File: config.mk
export PLATFORM = sky130hd
export DESIGN_NAME = uart_rx_axis
export DESIGN_NICKNAME = d
export VERILOG_FILES = /design/src/rtl/uart_pkg.sv /design/src/rtl/uart_rx_sampler.sv /design/src/rtl/uart_rx_axis.sv
export SDC_FILE = /design/constraint.sdc
export NUM_CORES = 1
export LEC_CHECK = 0
export CORE_ASPECT_RATIO = 2
export CORE_MARGIN = 2
export CORE_UTILIZATION = 53
export CTS_BUF_LIST = sky130_fd_sc_hd__clkbuf_4
export CTS_CLUSTER_DIAMETER = 60
export DETAILED_ROUTE_END_ITERATION = 16
export GPL_TIMING_DRIVEN = 0
export MAX_ROUTING_LAYER = met4
export PLACE_DENSITY_LB_ADDON = 0.2
export SLEW_MARGIN = 20
export SYNTH_ARGS = -nofsm -noshare
export SYNTH_HDL_FRONTEND = slang
export SYNTH_HIERARCHICAL = 1
export SYNTH_SLANG_ARGS = --single-unit
export TNS_END_PERCENT = 100
File: constraint.sdc
create_clock -name aclk -period 2.2 [get_ports aclk]
set_input_delay 0.22 -clock aclk [delete_from_list [all_inputs] [get_ports aclk]]
set_output_delay 0.22 -clock aclk [all_outputs]
set_load 0.01 [all_outputs]
File: src/rtl/uart_pkg.sv
// Shared types, constants and helper functions for the UART receive path.
package uart_pkg;

  // Parity mode selected at elaboration time.
  typedef enum logic [1:0] {
    NONE = 2'd0,
    ODD  = 2'd1,
    EVEN = 2'd2
  } parity_e;

  // Receiver frame state.
  typedef enum logic [2:0] {
    IDLE      = 3'd0,
    START     = 3'd1,
    DATA      = 3'd2,
    PARITY    = 3'd3,
    STOP      = 3'd4,
    WAIT_HIGH = 3'd5
  } rx_state_e;

  // Bit positions inside m_axis_tuser.
  localparam int TUSER_PAR_ERR = 0;
  localparam int TUSER_FRM_ERR = 1;

  // Clock cycles per line bit, rounded to nearest.
  function automatic int clks_per_bit(input int clock, input int baud);
    return (clock + baud / 2) / baud;
  endfunction

  // Two-out-of-three majority.
  function automatic logic maj3(input logic a, input logic b, input logic c);
    return (a & b) | (a & c) | (b & c);
  endfunction

  // Parity bit a transmitter would send for this data (data zero-extended to 9 bits).
  function automatic logic expected_parity(input logic [8:0] data, input parity_e mode);
    logic p;
    case (mode)
      ODD:     p = ~(^data);
      EVEN:    p = ^data;
      default: p = 1'b0;
    endcase
    return p;
  endfunction

endpackage

File: src/rtl/uart_rx_sampler.sv
// Input synchroniser, bit-period counter and 3-sample mid-bit majority vote.
module uart_rx_sampler
  import uart_pkg::*;
#(
  parameter int CLKS_PER_BIT = 43
) (
  input  logic clk_i,
  input  logic rst_i,
  input  logic rxd_i,
  input  logic restart_i,
  output logic line_o,
  output logic fall_o,
  output logic bit_strobe_o,
  output logic bit_value_o,
  output logic bit_end_o
);

  localparam int HALF  = CLKS_PER_BIT / 2;
  localparam int CNT_W = $clog2(CLKS_PER_BIT);
  localparam logic [CNT_W-1:0] CNT_LAST = CNT_W'(CLKS_PER_BIT - 1);
  localparam logic [CNT_W-1:0] CNT_S0   = CNT_W'(HALF - 1);
  localparam logic [CNT_W-1:0] CNT_S1   = CNT_W'(HALF);
  localparam logic [CNT_W-1:0] CNT_S2   = CNT_W'(HALF + 1);

  logic [1:0]       sync_q;
  logic             prev_q;
  logic [1:0]       live_q;
  logic             armed_q, armed_d;
  logic [CNT_W-1:0] cnt_q, cnt_d;
  logic             samp0_q, samp0_d;
  logic             samp1_q, samp1_d;
  logic             line_s;

  assign line_s = sync_q[1];

  // Counter wrap/restart, first two vote samples, and edge-detector arming.
  // Arming waits until a real (post-reset) high level has been seen so a
  // line held low through reset does not look like a start edge.
  always_comb begin
    armed_d = armed_q | (live_q[1] & line_s);
    if (restart_i) begin
      cnt_d = '0;
    end else if (cnt_q == CNT_LAST) begin
      cnt_d = '0;
    end else begin
      cnt_d = cnt_q + CNT_W'(1);
    end
    if (cnt_q == CNT_S0) begin
      samp0_d = line_s;
    end else begin
      samp0_d = samp0_q;
    end
    if (cnt_q == CNT_S1) begin
      samp1_d = line_s;
    end else begin
      samp1_d = samp1_q;
    end
  end

  // Sampler registers; synchroniser presets to the idle-high level.
  always_ff @(posedge clk_i or posedge rst_i) begin
    if (rst_i) begin
      sync_q  <= 2'b11;
      prev_q  <= 1'b1;
      live_q  <= 2'b00;
      armed_q <= 1'b0;
      cnt_q   <= '0;
      samp0_q <= 1'b1;
      samp1_q <= 1'b1;
    end else begin
      sync_q  <= {sync_q[0], rxd_i};
      prev_q  <= line_s;
      live_q  <= {live_q[0], 1'b1};
      armed_q <= armed_d;
      cnt_q   <= cnt_d;
      samp0_q <= samp0_d;
      samp1_q <= samp1_d;
    end
  end

  assign line_o       = line_s;
  assign fall_o       = armed_q & prev_q & ~line_s;
  assign bit_strobe_o = (cnt_q == CNT_S2);
  assign bit_value_o  = maj3(samp0_q, samp1_q, line_s);
  assign bit_end_o    = (cnt_q == CNT_LAST);

endmodule

File: src/rtl/uart_rx_axis.sv
// UART receiver (5..9 data bits, none/odd/even parity, 1..2 stop bits)
// presenting each frame as one AXI-Stream beat with error flags in tuser.
module uart_rx_axis
  import uart_pkg::*;
#(
  parameter int AXI_DATA_WIDTH = 32,
  parameter int CLOCK          = 20_000_000,
  parameter int BAUD_RATE      = 460_800,
  parameter int DATA_BITS      = 8,
  parameter int STOP_BITS      = 1,
  parameter int PARITY_BITS    = 0
) (
  input  logic                      aclk,
  input  logic                      areset,
  input  logic                      rxd,
  output logic [AXI_DATA_WIDTH-1:0] m_axis_tdata,
  output logic [1:0]                m_axis_tuser,
  output logic                      m_axis_tvalid,
  input  logic                      m_axis_tready,
  output logic                      overrun,
  output logic                      break_det,
  output logic                      busy
);

  localparam int      CPB       = clks_per_bit(CLOCK, BAUD_RATE);
  localparam parity_e PAR_MODE  = (PARITY_BITS == 1) ? ODD : ((PARITY_BITS == 2) ? EVEN : NONE);
  localparam logic [3:0] LAST_DATA = 4'(DATA_BITS - 1);
  localparam logic       LAST_STOP = 1'(STOP_BITS - 1);

  if (CPB < 8) begin : g_chk_cpb
    $error("uart_rx_axis: CLKS_PER_BIT must be at least 8");
  end
  if (DATA_BITS < 5 || DATA_BITS > 9) begin : g_chk_data
    $error("uart_rx_axis: DATA_BITS must be 5..9");
  end
  if (STOP_BITS < 1 || STOP_BITS > 2) begin : g_chk_stop
    $error("uart_rx_axis: STOP_BITS must be 1 or 2");
  end
  if (PARITY_BITS < 0 || PARITY_BITS > 2) begin : g_chk_par
    $error("uart_rx_axis: PARITY_BITS must be 0, 1 or 2");
  end
  if (AXI_DATA_WIDTH < DATA_BITS) begin : g_chk_width
    $error("uart_rx_axis: AXI_DATA_WIDTH narrower than DATA_BITS");
  end

  rx_state_e              state_q, state_d;
  logic [3:0]             bit_cnt_q, bit_cnt_d;
  logic                   stop_cnt_q, stop_cnt_d;
  logic [DATA_BITS-1:0]   shift_q, shift_d;
  logic                   par_bit_q, par_bit_d;
  logic                   par_err_q, par_err_d;
  logic                   frm_err_q, frm_err_d;
  logic [AXI_DATA_WIDTH-1:0] tdata_q, tdata_d;
  logic [1:0]             tuser_q, tuser_d;
  logic                   tvalid_q, tvalid_d;
  logic                   overrun_q, overrun_d;
  logic                   break_q, break_d;
  logic                   busy_q, busy_d;

  logic line_s, fall_s, bit_strobe_s, bit_value_s, bit_end_s;
  logic restart_s, complete_s, frm_now_s, brk_s;

  uart_rx_sampler #(
    .CLKS_PER_BIT(CPB)
  ) u_sampler (
    .clk_i       (aclk),
    .rst_i       (areset),
    .rxd_i       (rxd),
    .restart_i   (restart_s),
    .line_o      (line_s),
    .fall_o      (fall_s),
    .bit_strobe_o(bit_strobe_s),
    .bit_value_o (bit_value_s),
    .bit_end_o   (bit_end_s)
  );

  // Frame FSM: walks start/data/parity/stop on each mid-bit vote.
  always_comb begin
    state_d    = state_q;
    bit_cnt_d  = bit_cnt_q;
    stop_cnt_d = stop_cnt_q;
    shift_d    = shift_q;
    par_bit_d  = par_bit_q;
    par_err_d  = par_err_q;
    frm_err_d  = frm_err_q;
    restart_s  = 1'b0;
    complete_s = 1'b0;
    frm_now_s  = frm_err_q | ~bit_value_s;
    case (state_q)
      IDLE: begin
        if (fall_s) begin
          state_d   = START;
          restart_s = 1'b1;
        end else begin
          state_d = IDLE;
        end
      end
      START: begin
        if (bit_strobe_s && bit_value_s) begin
          state_d = IDLE;
        end else if (bit_strobe_s) begin
          state_d    = DATA;
          bit_cnt_d  = 4'd0;
          stop_cnt_d = 1'b0;
          shift_d    = '0;
          par_bit_d  = 1'b0;
          par_err_d  = 1'b0;
          frm_err_d  = 1'b0;
        end else begin
          state_d = START;
        end
      end
      DATA: begin
        if (bit_strobe_s) begin
          shift_d = {bit_value_s, shift_q[DATA_BITS-1:1]};
          if (bit_cnt_q == LAST_DATA) begin
            state_d = (PAR_MODE == NONE) ? STOP : PARITY;
          end else begin
            bit_cnt_d = bit_cnt_q + 4'd1;
          end
        end else begin
          state_d = DATA;
        end
      end
      PARITY: begin
        if (bit_strobe_s) begin
          par_bit_d = bit_value_s;
          par_err_d = bit_value_s ^ expected_parity(9'(shift_q), PAR_MODE);
          state_d   = STOP;
        end else begin
          state_d = PARITY;
        end
      end
      STOP: begin
        if (bit_strobe_s) begin
          frm_err_d = frm_now_s;
          if (stop_cnt_q == LAST_STOP) begin
            complete_s = 1'b1;
            if (frm_now_s) begin
              state_d   = WAIT_HIGH;
              restart_s = 1'b1;
            end else begin
              state_d = IDLE;
            end
          end else begin
            stop_cnt_d = stop_cnt_q + 1'b1;
          end
        end else begin
          state_d = STOP;
        end
      end
      WAIT_HIGH: begin
        // Any low sample restarts the one-bit-long high qualification.
        if (!line_s) begin
          restart_s = 1'b1;
        end else if (bit_end_s) begin
          state_d = IDLE;
        end else begin
          state_d = WAIT_HIGH;
        end
      end
      default: begin
        state_d = IDLE;
      end
    endcase
  end

  assign brk_s = complete_s & (shift_q == '0) & ((PAR_MODE == NONE) | ~par_bit_q) & frm_now_s;

  // Holding register: load on completion unless an unaccepted word is still held.
  always_comb begin
    tdata_d   = tdata_q;
    tuser_d   = tuser_q;
    tvalid_d  = tvalid_q;
    overrun_d = 1'b0;
    break_d   = brk_s;
    busy_d    = (state_d != IDLE);
    if (complete_s && (!tvalid_q || m_axis_tready)) begin
      tdata_d                = AXI_DATA_WIDTH'(shift_q);
      tuser_d                = 2'b00;
      tuser_d[TUSER_PAR_ERR] = par_err_q;
      tuser_d[TUSER_FRM_ERR] = frm_now_s;
      tvalid_d               = 1'b1;
    end else if (complete_s) begin
      overrun_d = 1'b1;
    end else if (tvalid_q && m_axis_tready) begin
      tvalid_d = 1'b0;
    end else begin
      tvalid_d = tvalid_q;
    end
  end

  // Frame-tracking registers.
  always_ff @(posedge aclk or posedge areset) begin
    if (areset) begin
      state_q    <= IDLE;
      bit_cnt_q  <= 4'd0;
      stop_cnt_q <= 1'b0;
      shift_q    <= '0;
      par_bit_q  <= 1'b0;
      par_err_q  <= 1'b0;
      frm_err_q  <= 1'b0;
    end else begin
      state_q    <= state_d;
      bit_cnt_q  <= bit_cnt_d;
      stop_cnt_q <= stop_cnt_d;
      shift_q    <= shift_d;
      par_bit_q  <= par_bit_d;
      par_err_q  <= par_err_d;
      frm_err_q  <= frm_err_d;
    end
  end

  // Output registers.
  always_ff @(posedge aclk or posedge areset) begin
    if (areset) begin
      tdata_q   <= '0;
      tuser_q   <= 2'b00;
      tvalid_q  <= 1'b0;
      overrun_q <= 1'b0;
      break_q   <= 1'b0;
      busy_q    <= 1'b0;
    end else begin
      tdata_q   <= tdata_d;
      tuser_q   <= tuser_d;
      tvalid_q  <= tvalid_d;
      overrun_q <= overrun_d;
      break_q   <= break_d;
      busy_q    <= busy_d;
    end
  end

  assign m_axis_tdata  = tdata_q;
  assign m_axis_tuser  = tuser_q;
  assign m_axis_tvalid = tvalid_q;
  assign overrun       = overrun_q;
  assign break_det     = break_q;
  assign busy          = busy_q;

endmodule

Word-level counts from Yosys, hierarchy flattened

Index checks and enable logic that the tools add are counted.

Flip-flop bits (word level): 46
Input port bits: 4
Word-level logic and storage cells: 118

Add/sub/neg operators: 3
Equal/unequal tests: 17
Mux-type cells: 47
Bitwise gates (word level): 15
Reduce and logical (&&, ||, !) cells: 17

Operator list:

| operator              | number |
|---|---|
| $mux W3               | 8 |
| $mux W8               | 3 |
| $mux W1               | 21 |
| $eq A6 B5 Y1 const B  | 3 |
| $pmux W3 S6           | 1 |
| $mux W4               | 4 |
| $pmux W8 S2           | 1 |
| $mux W6               | 2 |
| $ne A2 B2 Y1 const B  | 6 |
| $reduce_and A4 Y1     | 3 |
| $and A1 B1 Y1         | 8 |
| $logic_not A8 Y1      | 1 |
| $pmux W4 S2           | 1 |
| $reduce_bool A2 Y1    | 4 |
| $add A6 B1 Y6 const B | 1 |
| $eq A3 B2 Y1 const B  | 2 |
| $eq A3 B3 Y1 const B  | 2 |
| $eq A6 B6 Y1 const B  | 1 |
| $pmux W1 S2           | 3 |
| $reduce_and A5 Y1     | 1 |
| $add A4 B1 Y4 const B | 1 |
| $eq A4 B3 Y1 const B  | 1 |
| $mux W2               | 2 |
| $or A1 B1 Y1          | 4 |
| 12 further kinds      | 15 |

Longest topological paths before layout

Gate-level depths: netlist of run 1.

Depth after elaboration: 10
Mapped depth: 8

Hierarchy

The synthesis of run 1 kept the hierarchy.

By module, submodules not included:

| module          | instances | cells an instance | area an instance (um2) | sequential area each (um2) |
|---|---|---|---|---|
| uart_rx_axis    | 1         | 158               | 1587.8                 | 775.7 |
| uart_rx_sampler | 1         | 50                | 603.1                  | 356.6 |

Worst setup path after synthesis of run 1

No wires, ideal clock.

Path kind: register to register
Start point: register u_sampler.cnt_q[0]
End point: register busy_q, in the netlist busy
Arrival time: 1.757 ns
Required time: 2.061 ns
Path slack: 0.304 ns
Stages on the path, launching flop included: 9
Path buffers: 0
Clock period less this slack: 1.896 ns
Cell sequence: dfrtp_1 inv_1 ha_1 nand4b_1 nor2_1 and2_1 o22ai_1 a211o_1 or4b_1

Word-level cells in the longest chain between the ends: 5
Elaborated cells on any way between the ends: 12
Classes of those cells: 2 x eq/ne; 8 x mux; 2 x reduce/logical

Ends and longest elaborated chain:

| item                     | RTL line              | source |
|---|---|---|
| start: declaration       | uart_rx_sampler.sv:29 | `logic [CNT_W-1:0] cnt_q, cnt_d;` |
| start signal: assignment | uart_rx_sampler.sv:75 | `cnt_q <= cnt_d;` |
| $eq A6 B6 Y1             | uart_rx_sampler.sv:85 | `assign bit_end_o = (cnt_q == CNT_LAST);` |
| named net bit_end_s      | uart_rx_axis.sv:60    | `logic line_s, fall_s, bit_strobe_s, bit_value_s, bit_end_s;` |
| $mux W3                  | uart_rx_axis.sv:156   | `end else if (bit_end_s) begin` |
| $mux W3                  | uart_rx_axis.sv:154   | `if (!line_s) begin` |
| $pmux W3 S6              | uart_rx_axis.sv:89    | `case (state_q)` |
| named net state_d[0]     | uart_rx_axis.sv:46    | `rx_state_e state_q, state_d;` |
| $reduce_bool A3 Y1       | uart_rx_axis.sv:177   | `busy_d = (state_d != IDLE);` |
| named net busy_d         | uart_rx_axis.sv:58    | `logic busy_q, busy_d;` |
| end signal: assignment   | uart_rx_axis.sv:229   | `busy_q <= busy_d;` |
| end: declaration         | uart_rx_axis.sv:58    |  |

The timed path passes the listed nets, and every way through them passes these cells.
A chain may end at the register's enable or synchronous reset.

Final worst setup path of run 1

Same ends and word-level chain as after synthesis.

==> reports/qor.csv, run 1 <==
metric,value,unit
Synth Warn #,6,
critical-path cell list,inv_1 -> ha_1 -> nand4b_1 -> nor2_1 -> and2_1 -> o22ai_1 -> a211o_1 -> or4b_1,
"leading cell type in the layout, fill and taps excluded",dfrtp_1,
HPWL reported at the end of detailed placement,2850,um
postcts setup bufs,0,
maximum number of pins on one net before global-route repair,32,
Leak,1.26,nW
largest family of logic cells by synthesized area,simple AND/OR/NAND/NOR gates,
initial antenna violation count,0,
vias per cell,4.88,
vias in the first global route,1442,
peak supply drop,0.747,mV
total power,1.97,mW
r2r endpoint,busy,
complex-gate fraction of the synthesized area,0.0834,
Starting DRT DRC Count,24,
row count,33,
FMAX,0.481,GHz
WS Path Type,reg -> reg,
Top delay family on crit path,simple AND/OR/NAND/NOR gates,
CTS Buf Count,5,
first-pass GRT wire length,6090,um
GR Overflow Total,0,
die area,4690,um^2
Final Hold Viols,0,
"reg-to-reg slack, setup",120,ps
chip height,94.9,um
cell type with the largest total area after synthesis,dfrtp_1,
ANT cells,0,
I/O Pins,42,
Syn Area/Cell,10.5,um^2
RSZ-0062 raised after global routing,false,
Tcrit/Tclk final,0.945,
Post-Syn Area,2190,um^2
routed len/inst,11.6,um
"commonest cells after routing, fill and taps aside","dfrtp_1 (39), nand2_1 (27), buf_4 (25), conb_1 (25), clkdlybuf4s50_1 (17)",
crit path max fanout,5,
final-report max-slew violation count,0,
clock skew,4.78,ps
final core occ,0.639,
max cap viols,0,
# H-tree levels,2,
post-synthesis simple-gate area fraction,0.184,
post-synth top area share,0.457,
hold_buf cts,0,
"Seq/Total Area, Yosys",0.517,
Least-Margin Pin Slew,613,ps
top post-synthesis cells by area,"dfrtp_1 (46%), buf_4 (8.6%), dfstp_2 (6.0%)",
Final WS setup,121,ps
maximum clock path buffer count,2,
relative slew slack,0.591,
Post-synth ARST share,1.00,
Die Width,49.5,um
Yosys reg bits,45,
Synth Area in XOR/XNOR,0.0160,
drt first pass iters,4,
pwr/cell area,761,nW/um^2
status,completed,
Initial Util,0.541,
dpl ws,-26.0,ps
Worst Path Arrival,2300,ps
WL final,3570,um
Worst path slowest cell,or4b_1,
Tmin final,2080,ps
Main synth FF type,dfrtp_1,
Post-synth EDFFs,0,
Post-Synth Adder-Cell Area,0.0331,
hold crit path type,in -> async,
CP endpoint kind,register,
port bufs,17,
"Distinct cells, synth",43,
Post-DP Area,2510,um^2
Final Wtd Congestion,0.802,
remaining routing DRC violations,0,
crit-path max cell delay,480,ps
layout cells sized above 1,0.242,
crit start category,register,
worst path buffer plus inverter count,1,
ANT nets after route,0,
clk_lat worst skew,340,ps
post_cts resized,1,
CTS tree,built,
NumNets Final,264,
Post-Layout Inst Area,2590,um^2
Reg2Reg Depth,8,
Worst EP required,2430,ps
endpoints failing setup,0,
hold_ws,232,ps
Mapped Cells,208,
Worst-path clk slew,110,ps
Layout Area Growth over Synthesis,18.1,%
mux cell area share after synthesis,0.0565,
CTS sink cnt,45,
root buffer cell,clkbuf_4,
FF-to-FF Start,u_sampler/cnt_q[0],
core area,4050,um^2
total track usage,0.174,
via count,1503,
## worst reg2reg max path: stages (launching register included)
cell and delay [ps]:
dfrtp_2 450, inv_1 90, ha_1 170, nand4b_1 140, nor2_1 130, and2_1 130
o22ai_1 60, a211o_1 320, or4b_1 480
## layout make-up
class | count | area (um^2)
plain buffers | 29 | 208
clock buffers | 8 | 60.1
fillers | 379 | 1460
inverters | 7 | 26.3
multi-input cells | 150 | 925
flip-flops and latches | 45 | 1130
well taps | 52 | 65.1
repair buffers | 17 | 170
## power breakdown
group	internal (mW)	total (mW)	switching, mW
combinational	0.235	0.501	0.266
sequential	0.954	1.07	0.118
clock	0.165	0.397	0.232
total	1.35	1.97	0.616
## worst max-delay path by stage
| stage | end | cells after the start | startpoint |
|---|---|---|---|
| global route | shift_q[6] | 7 | u_sampler/cnt_q[3] |
| finish | busy | 8 | u_sampler/cnt_q[0] |
| CTS | busy | 5 | u_sampler/sync_q[1] |
| detailed placement | shift_q[2] | 6 | u_sampler/cnt_q[3] |
| floorplan | busy | 8 | u_sampler/cnt_q[0] |
| global placement | shift_q[6] | 7 | u_sampler/cnt_q[3] |
## flip-flops by register name, summed over array words and instances, names as in the netlist, 2 cells and up
name,flops
u_sampler/live_q,2
u_sampler/sync_q,2
u_sampler/cnt_q,6
shift_q,8
bit_cnt_q,4
state_q,3
m_axis_tuser,2
m_axis_tdata,8
## cells by family after synthesis
logic type / count (synthesis)
AOI/OAI and AO/OA: 31
xor gates and xnor gates: 4
adders and majority gates: 6
buffers and inverters: 36
DFF: 45
muxes: 11
other: 2
and+or+nand+nor: 73
## per-stage QoR
step / std cells / TNS [ps]
3_3_place_gp: 300 / 0
6_report: 308 / 0
3_5_place_dp: 300 / -103
2_1_floorplan: 231 / 0
4_1_cts: 308 / 0
5_1_grt: 308 / 0
## layer usage
| metal | part of all wire | global-route usage |
|---|---|---|
| met2 | 0.59 | 0.343 |
| met1 | 0.36 | 0.159 |
| met5 | 0 | - |
| met3 | 0.032 | 0.0332 |
| met4 | 0.018 | 0.0625 |
## Yosys cell counts, types with 2 or more instances
library cell	n
dfrtp_1	40
conb_1	2
nand3_1	3
and3b_1	2
xor2_1	3
and2_1	2
ha_1	5
or3_1	3
nand2b_1	4
o22ai_1	2
mux2_2	9
a21oi_1	4
mux2_1	2
buf_4	25
nor4_1	2
nand2_1	27
dfstp_2	5
inv_1	7
and3_1	2
nor3b_1	2
o21ai_0	15
nor2b_1	4
nor2_1	13
buf_2	4
a31oi_1	3
No activity file was read; power rests on OpenSTA's default activity.
==> run 2: changes to the inputs <==
Settings changed: CORE_MARGIN 2 to 3, CORE_UTILIZATION 53 to 48.
Clock period 2.2 ns to 1.9 ns, I/O delays scaled along.
==> run 2 against run 1 <==
The flow now finishes with violations (setup timing); fmax up 5.7%; critical path depth unchanged; critical path type unchanged; routed wire length up 11%; critical endpoint unchanged.
==> reports/qor.csv, run 2 (synthesis results as in run 1) <==
metric,value,unit,change
remaining routing DRC violations,0,,unchanged
# H-tree levels,2,,unchanged
initial antenna violation count,0,,unchanged
ANT cells,0,,unchanged
hold crit path type,in -> async,,unchanged
Die Width,53.8,um,was 49.5 um
Layout Area Growth over Synthesis,23.4,%,was 18.1%
M1 WL,1390,um,was 1280 um
clock skew,5.51,ps,was 4.78 ps
Final WS setup,-66.9,ps,was 121 ps
vias in the first global route,1466,,"was 1,442"
HPWL reported at the end of detailed placement,2960,um,was 2850 um
Final Wtd Congestion,0.773,,was 0.802
FMAX,0.508,GHz,was 0.481 GHz
die area,5460,um^2,was 4690 um^2
vias per cell,4.91,,was 4.88
r2r endpoint,busy,,unchanged
CTS Buf Count,5,,unchanged
peak supply drop,0.712,mV,was 0.747 mV
DR WL met3,137,um,was 113 um
hold_ws,208,ps,was 232 ps
chip height,102,um,was 94.9 um
Least-Margin Pin Slew,623,ps,was 613 ps
critical-path cell list,inv_2 -> ha_4 -> nand4b_1 -> nor2_1 -> and2_1 -> o22ai_1 -> a211o_1 -> or4b_1,,was inv_1 -> ha_1 -> nand4b_1 -> nor2_1 -> and2_1 -> o22ai_1 -> a211o_1 -> or4b_1
layout cells sized above 1,0.296,,was 0.242
Gate power share,0.317,,was 0.254
crit-path max cell delay,460,ps,was 480 ps
Switch Pwr,0.792,mW,was 0.616 mW
WL final,3980,um,was 3570 um
max cap viols,0,,unchanged
Final Hold Viols,0,,unchanged
Clk pwr share,0.175,,was 0.201
Int Power,1.61,mW,was 1.35 mW
Reg2Reg Depth,8,,unchanged
Worst Path Arrival,2200,ps,was 2300 ps
crit start category,register,,unchanged
total track usage,0.171,,was 0.174
pwr/cell area,888,nW/um^2,was 761 nW/um^2
first-pass GRT wire length,6660,um,was 6090 um
FF-to-FF Start,u_sampler/cnt_q[0],,unchanged
CTS tree,built,,unchanged
failing checks,setup timing,,
drt first pass iters,5,,was 4
maximum clock path buffer count,2,,unchanged
WS Path Type,reg -> reg,,unchanged
Tmin final,1970,ps,was 2080 ps
endpoints failing setup,1,,was 0
via count,1576,,"was 1,503"
total power,2.40,mW,was 1.97 mW
ANT nets after route,0,,unchanged
Worst EP required,2140,ps,was 2430 ps
row count,34,,was 33
Worst path slowest cell,or4b_1,,unchanged
Seq pwr share,0.507,,was 0.544
core area,4380,um^2,was 4050 um^2
"reg-to-reg slack, setup",-70,ps,was 120 ps
worst path buffer plus inverter count,1,,unchanged
port bufs,17,,unchanged
NumNets Final,275,,was 264
root buffer cell,clkbuf_4,,unchanged
Starting DRT DRC Count,20,,was 24
CTS sink cnt,45,,unchanged
relative slew slack,0.584,,was 0.591
switching share of power,0.330,,was 0.313
area of the multi-input gates,961,um^2,was 925 um^2
maximum number of pins on one net before global-route repair,32,,unchanged
I/O Pins,42,,unchanged
routed len/inst,12.4,um,was 11.6 um
routed wl met2,2300,um,was 2110 um
CP endpoint kind,register,,unchanged
fillers,392,,was 379
Worst-path clk slew,120,ps,was 110 ps
GR Overflow Total,0,,unchanged
Initial Util,0.500,,was 0.541
Leak,1.32,nW,was 1.26 nW
"commonest cells after routing, fill and taps aside","buf_4 (37), dfrtp_1 (37), nand2_1 (27), conb_1 (25), clkdlybuf4s50_1 (17)",,"was dfrtp_1 (39), nand2_1 (27), buf_4 (25), conb_1 (25), clkdlybuf4s50_1 (17)"
hold_buf cts,0,,unchanged
CP startpoint,u_sampler/cnt_q[0],,unchanged
RSZ-0062 raised after global routing,true,,was false
crit path max fanout,2,,was 5
Top Layer Used,met4,,unchanged
clk_lat worst skew,350,ps,was 340 ps
Top delay family on crit path,simple AND/OR/NAND/NOR gates,,unchanged
area occupied by registers,1140,um^2,was 1130 um^2
final-report max-slew violation count,0,,unchanged
status,"finished, violations left",,was completed
Crit path depth,8,,unchanged
Tcrit/Tclk final,1.04,,was 0.945
post-route setup TNS,-66.9,ps,was 0 ps
==> run 2: metrics by stage <==
stage / worst slack [ps] / util / cells / instance area, um^2
floorplan: 3.98 / - / 231 / 2280
global placement: -273 / 0.574 / 302 / 2510
detailed placement: -324 / 0.574 / 302 / 2510
CTS: -49.5 / 0.613 / 321 / 2680
global route: -146 / 0.617 / 321 / 2700
finish: -66.9 / 0.617 / 321 / 2700
==> run 2: repair_timing <==
item | CTS | global route
pin swaps | 4 | 1
setup buffers | 11 | 0
gates resized for setup | 14 | 4
endpoints found under the setup margin | 26 | 23
==> run 2: power by group through the flow <==
stage	Clock, mW	Combinational (mW)	Sequential (mW)
2_1_floorplan	0	0.464	1.22
3_3_place_gp	0	0.561	1.25
3_5_place_dp	0	0.576	1.26
4_1_cts	0.441	0.753	1.22
5_1_grt	0.483	0.854	1.24
6_report	0.422	0.762	1.22
==> run 2: routing by layer <==
| metal | up-vias | global-route usage |
|---|---|---|
| met1 | 757 | 0.171 |
| met4 | 0 | 0.0925 |
| li1 | 774 | - |
| met3 | 10 | 0.0368 |
| met2 | 35 | 0.293 |
| met5 | - | - |
==> run 2: how the worst max path moves through the flow <==
| stage | end |
|---|---|
| 3_5_place_dp | shift_q[1] |
| 3_3_place_gp | shift_q[6] |
| 2_1_floorplan | busy |
| 5_1_grt | busy |
| 6_report | busy |
| 4_1_cts | busy |
==> run 2: worst reg2reg max path, cell delays in order (launching register included) <==
cell and delay [ps]:
dfrtp_2 430, inv_2 80, ha_4 130, nand4b_1 140
nor2_1 130, and2_1 130, o22ai_1 70, a211o_1 290
or4b_1 470
==> run 2: layout make-up <==
cell class / count / area share
inverters: 7 / 0.00972
repair buffers: 28 / 0.0935
clock inverters: 3 / 0.00463
well taps: 54 / 0.0250
plain buffers: 29 / 0.0777
flip-flops and latches: 45 / 0.420
clock buffers: 5 / 0.0139
multi-input cells: 150 / 0.355
==> run 3: changes to the inputs <==
Settings changed: SKIP_LAST_GASP set to 1.
Clock period 1.9 ns to 1.7 ns, I/O delays scaled along.
==> run 3 against run 2 <==
The run still ends with setup timing left; combinational power up 20%; die area unchanged; register-to-register slack worse by 110 ps; critical path type unchanged; critical endpoint unchanged.
==> reports/qor.csv, run 3 (synthesis results as in run 1) <==
metric,value,unit,change
Layout Area Growth over Synthesis,30.1,%,was 23.4%
layout cells sized above 1,0.348,,was 0.296
CTS tree,built,,unchanged
Gate power share,0.334,,was 0.317
# H-tree levels,2,,unchanged
Worst-path clk slew,130,ps,was 120 ps
pwr/cell area,963,nW/um^2,was 888 nW/um^2
Int Power,1.84,mW,was 1.61 mW
core area,4380,um^2,unchanged
Initial Util,0.500,,unchanged
row count,34,,unchanged
dpl ws,-403,ps,was -324 ps
initial antenna violation count,0,,unchanged
port bufs,17,,unchanged
WS Path Type,reg -> reg,,unchanged
Clk pwr share,0.172,,was 0.175
switching share of power,0.329,,was 0.330
relative slew slack,0.578,,was 0.584
Least-Margin Pin Slew,633,ps,was 623 ps
first-pass GRT wire length,6860,um,was 6660 um
clock skew,16.2,ps,was 5.51 ps
clk_lat worst skew,360,ps,was 350 ps
CTS Buf Count,5,,unchanged
remaining routing DRC violations,0,,unchanged
post-route setup TNS,-1240,ps,was -66.9 ps
chip height,102,um,unchanged
HPWL reported at the end of detailed placement,2920,um,was 2960 um
GR Overflow Total,0,,unchanged
WL final,4230,um,was 3980 um
area occupied by registers,1130,um^2,was 1140 um^2
Final Wtd Congestion,0.805,,was 0.773
Switch Pwr,0.901,mW,was 0.792 mW
ANT nets after route,0,,unchanged
CP endpoint kind,register,,unchanged
"leading cell type in the layout, fill and taps excluded",dfrtp_1,,
Tcrit/Tclk final,1.11,,was 1.04
area of the multi-input gates,1040,um^2,was 961 um^2
FMAX,0.532,GHz,was 0.508 GHz
routed len/inst,12.9,um,was 12.4 um
die area,5460,um^2,unchanged
peak supply drop,0.895,mV,was 0.712 mV
hold_buf cts,0,,unchanged
failing checks,setup timing,,unchanged
hold crit path type,in -> async,,unchanged
crit start category,register,,unchanged
CTS sink cnt,45,,unchanged
drt first pass iters,4,,was 5
vias per cell,4.82,,was 4.91
Seq pwr share,0.494,,was 0.507
via count,1575,,"was 1,576"
max cap viols,0,,unchanged
Starting DRT DRC Count,22,,was 20
Leak,1.38,nW,was 1.32 nW
total track usage,0.177,,was 0.171
Final WS setup,-181,ps,was -66.9 ps
fillers,378,,was 392
Reg2Reg Depth,8,,unchanged
ANT cells,0,,unchanged
Die Width,53.8,um,unchanged
maximum clock path buffer count,2,,unchanged
"commonest cells after routing, fill and taps aside","dfrtp_1 (40), buf_4 (39), conb_1 (25), nand2_1 (22), clkdlybuf4s50_1 (17)",,"was buf_4 (37), dfrtp_1 (37), nand2_1 (27), conb_1 (25), clkdlybuf4s50_1 (17)"
Worst Path Arrival,2130,ps,was 2200 ps
Worst EP required,1950,ps,was 2140 ps
crit path max fanout,2,,unchanged
RSZ-0062 raised after global routing,true,,unchanged
endpoints failing setup,18,,was 1
Final Hold Viols,0,,unchanged
maximum number of pins on one net before global-route repair,32,,unchanged
I/O Pins,42,,unchanged
vias in the first global route,1514,,"was 1,466"
Tmin final,1880,ps,was 1970 ps
total power,2.74,mW,was 2.40 mW
final-report max-slew violation count,0,,unchanged
NumNets Final,281,,was 275
status,"finished, violations left",,unchanged
root buffer cell,clkbuf_4,,unchanged
run 3: cell count changes in the layout (fill, tap and decap cells not counted), sizes merged:
cell	before	now
buf	40	46
run 3: metrics by stage:
step                hold WS, ps  area [um^2]  std cells   util
floorplan                  55.6         2280        231      -
global placement            333         2520        302  0.575
detailed placement          340         2520        302  0.575
CTS                         206         2740        322  0.626
global route                207         2850        327  0.650
finish                      201         2850        327  0.650
run 3: power by group through the flow:
stage	Sequential [mW]	Clock, mW	Combinational (mW)
4_1_cts	1.36	0.486	0.883
5_1_grt	1.39	0.525	1.02
2_1_floorplan	1.37	0	0.521
3_3_place_gp	1.40	0	0.630
3_5_place_dp	1.41	0	0.642
6_report	1.36	0.471	0.917
run 3: final cells by class:
cell class / instances / area share
buffer: 29 / 0.0786
clock buffer: 5 / 0.0132
clock inverter: 3 / 0.00439
inverter: 7 / 0.00922
multi-input combinational: 150 / 0.365
sequential: 45 / 0.397
tap: 54 / 0.0237
timing repair buffer: 34 / 0.108
run 3: layer usage:
layer,global-route usage,wire (um),vias to the layer above
met1,0.165,1420,760
met2,0.329,2620,29
met3,0.0353,127,4
li1,-,-,782
met5,-,0,-
met4,0.0709,54,0
run 3: worst max-delay path, cell delays in order (launching register included):
cell      delay (ps)
dfrtp_1          410
inv_2             80
ha_4             130
nand4b_1         120
nor2_1           120
and2_1           130
o22ai_1           60
a211o_1          270
or4b_1           460
run 3: timing repair:
action,in CTS,in global routing
gates resized for setup,19,29
setup endpoints to repair,29,27
setup buffers,12,4
pin swaps,5,1
cloned,0,1
run 3: path summary, 6_finish.rpt:
check | from | endpoint | slack [ps]
worst max-delay path | u_sampler/cnt_q[0] | busy | -180
worst min-delay path | areset | u_sampler/live_q[1] | 200
worst max register to register | u_sampler/cnt_q[0] | busy | -180
worst min register to register | u_sampler/live_q[0] | u_sampler/live_q[1] | 370
max in group asynchronous | areset | bit_cnt_q[1] | 1040
min in group aclk | rxd | u_sampler/sync_q[0] | 220
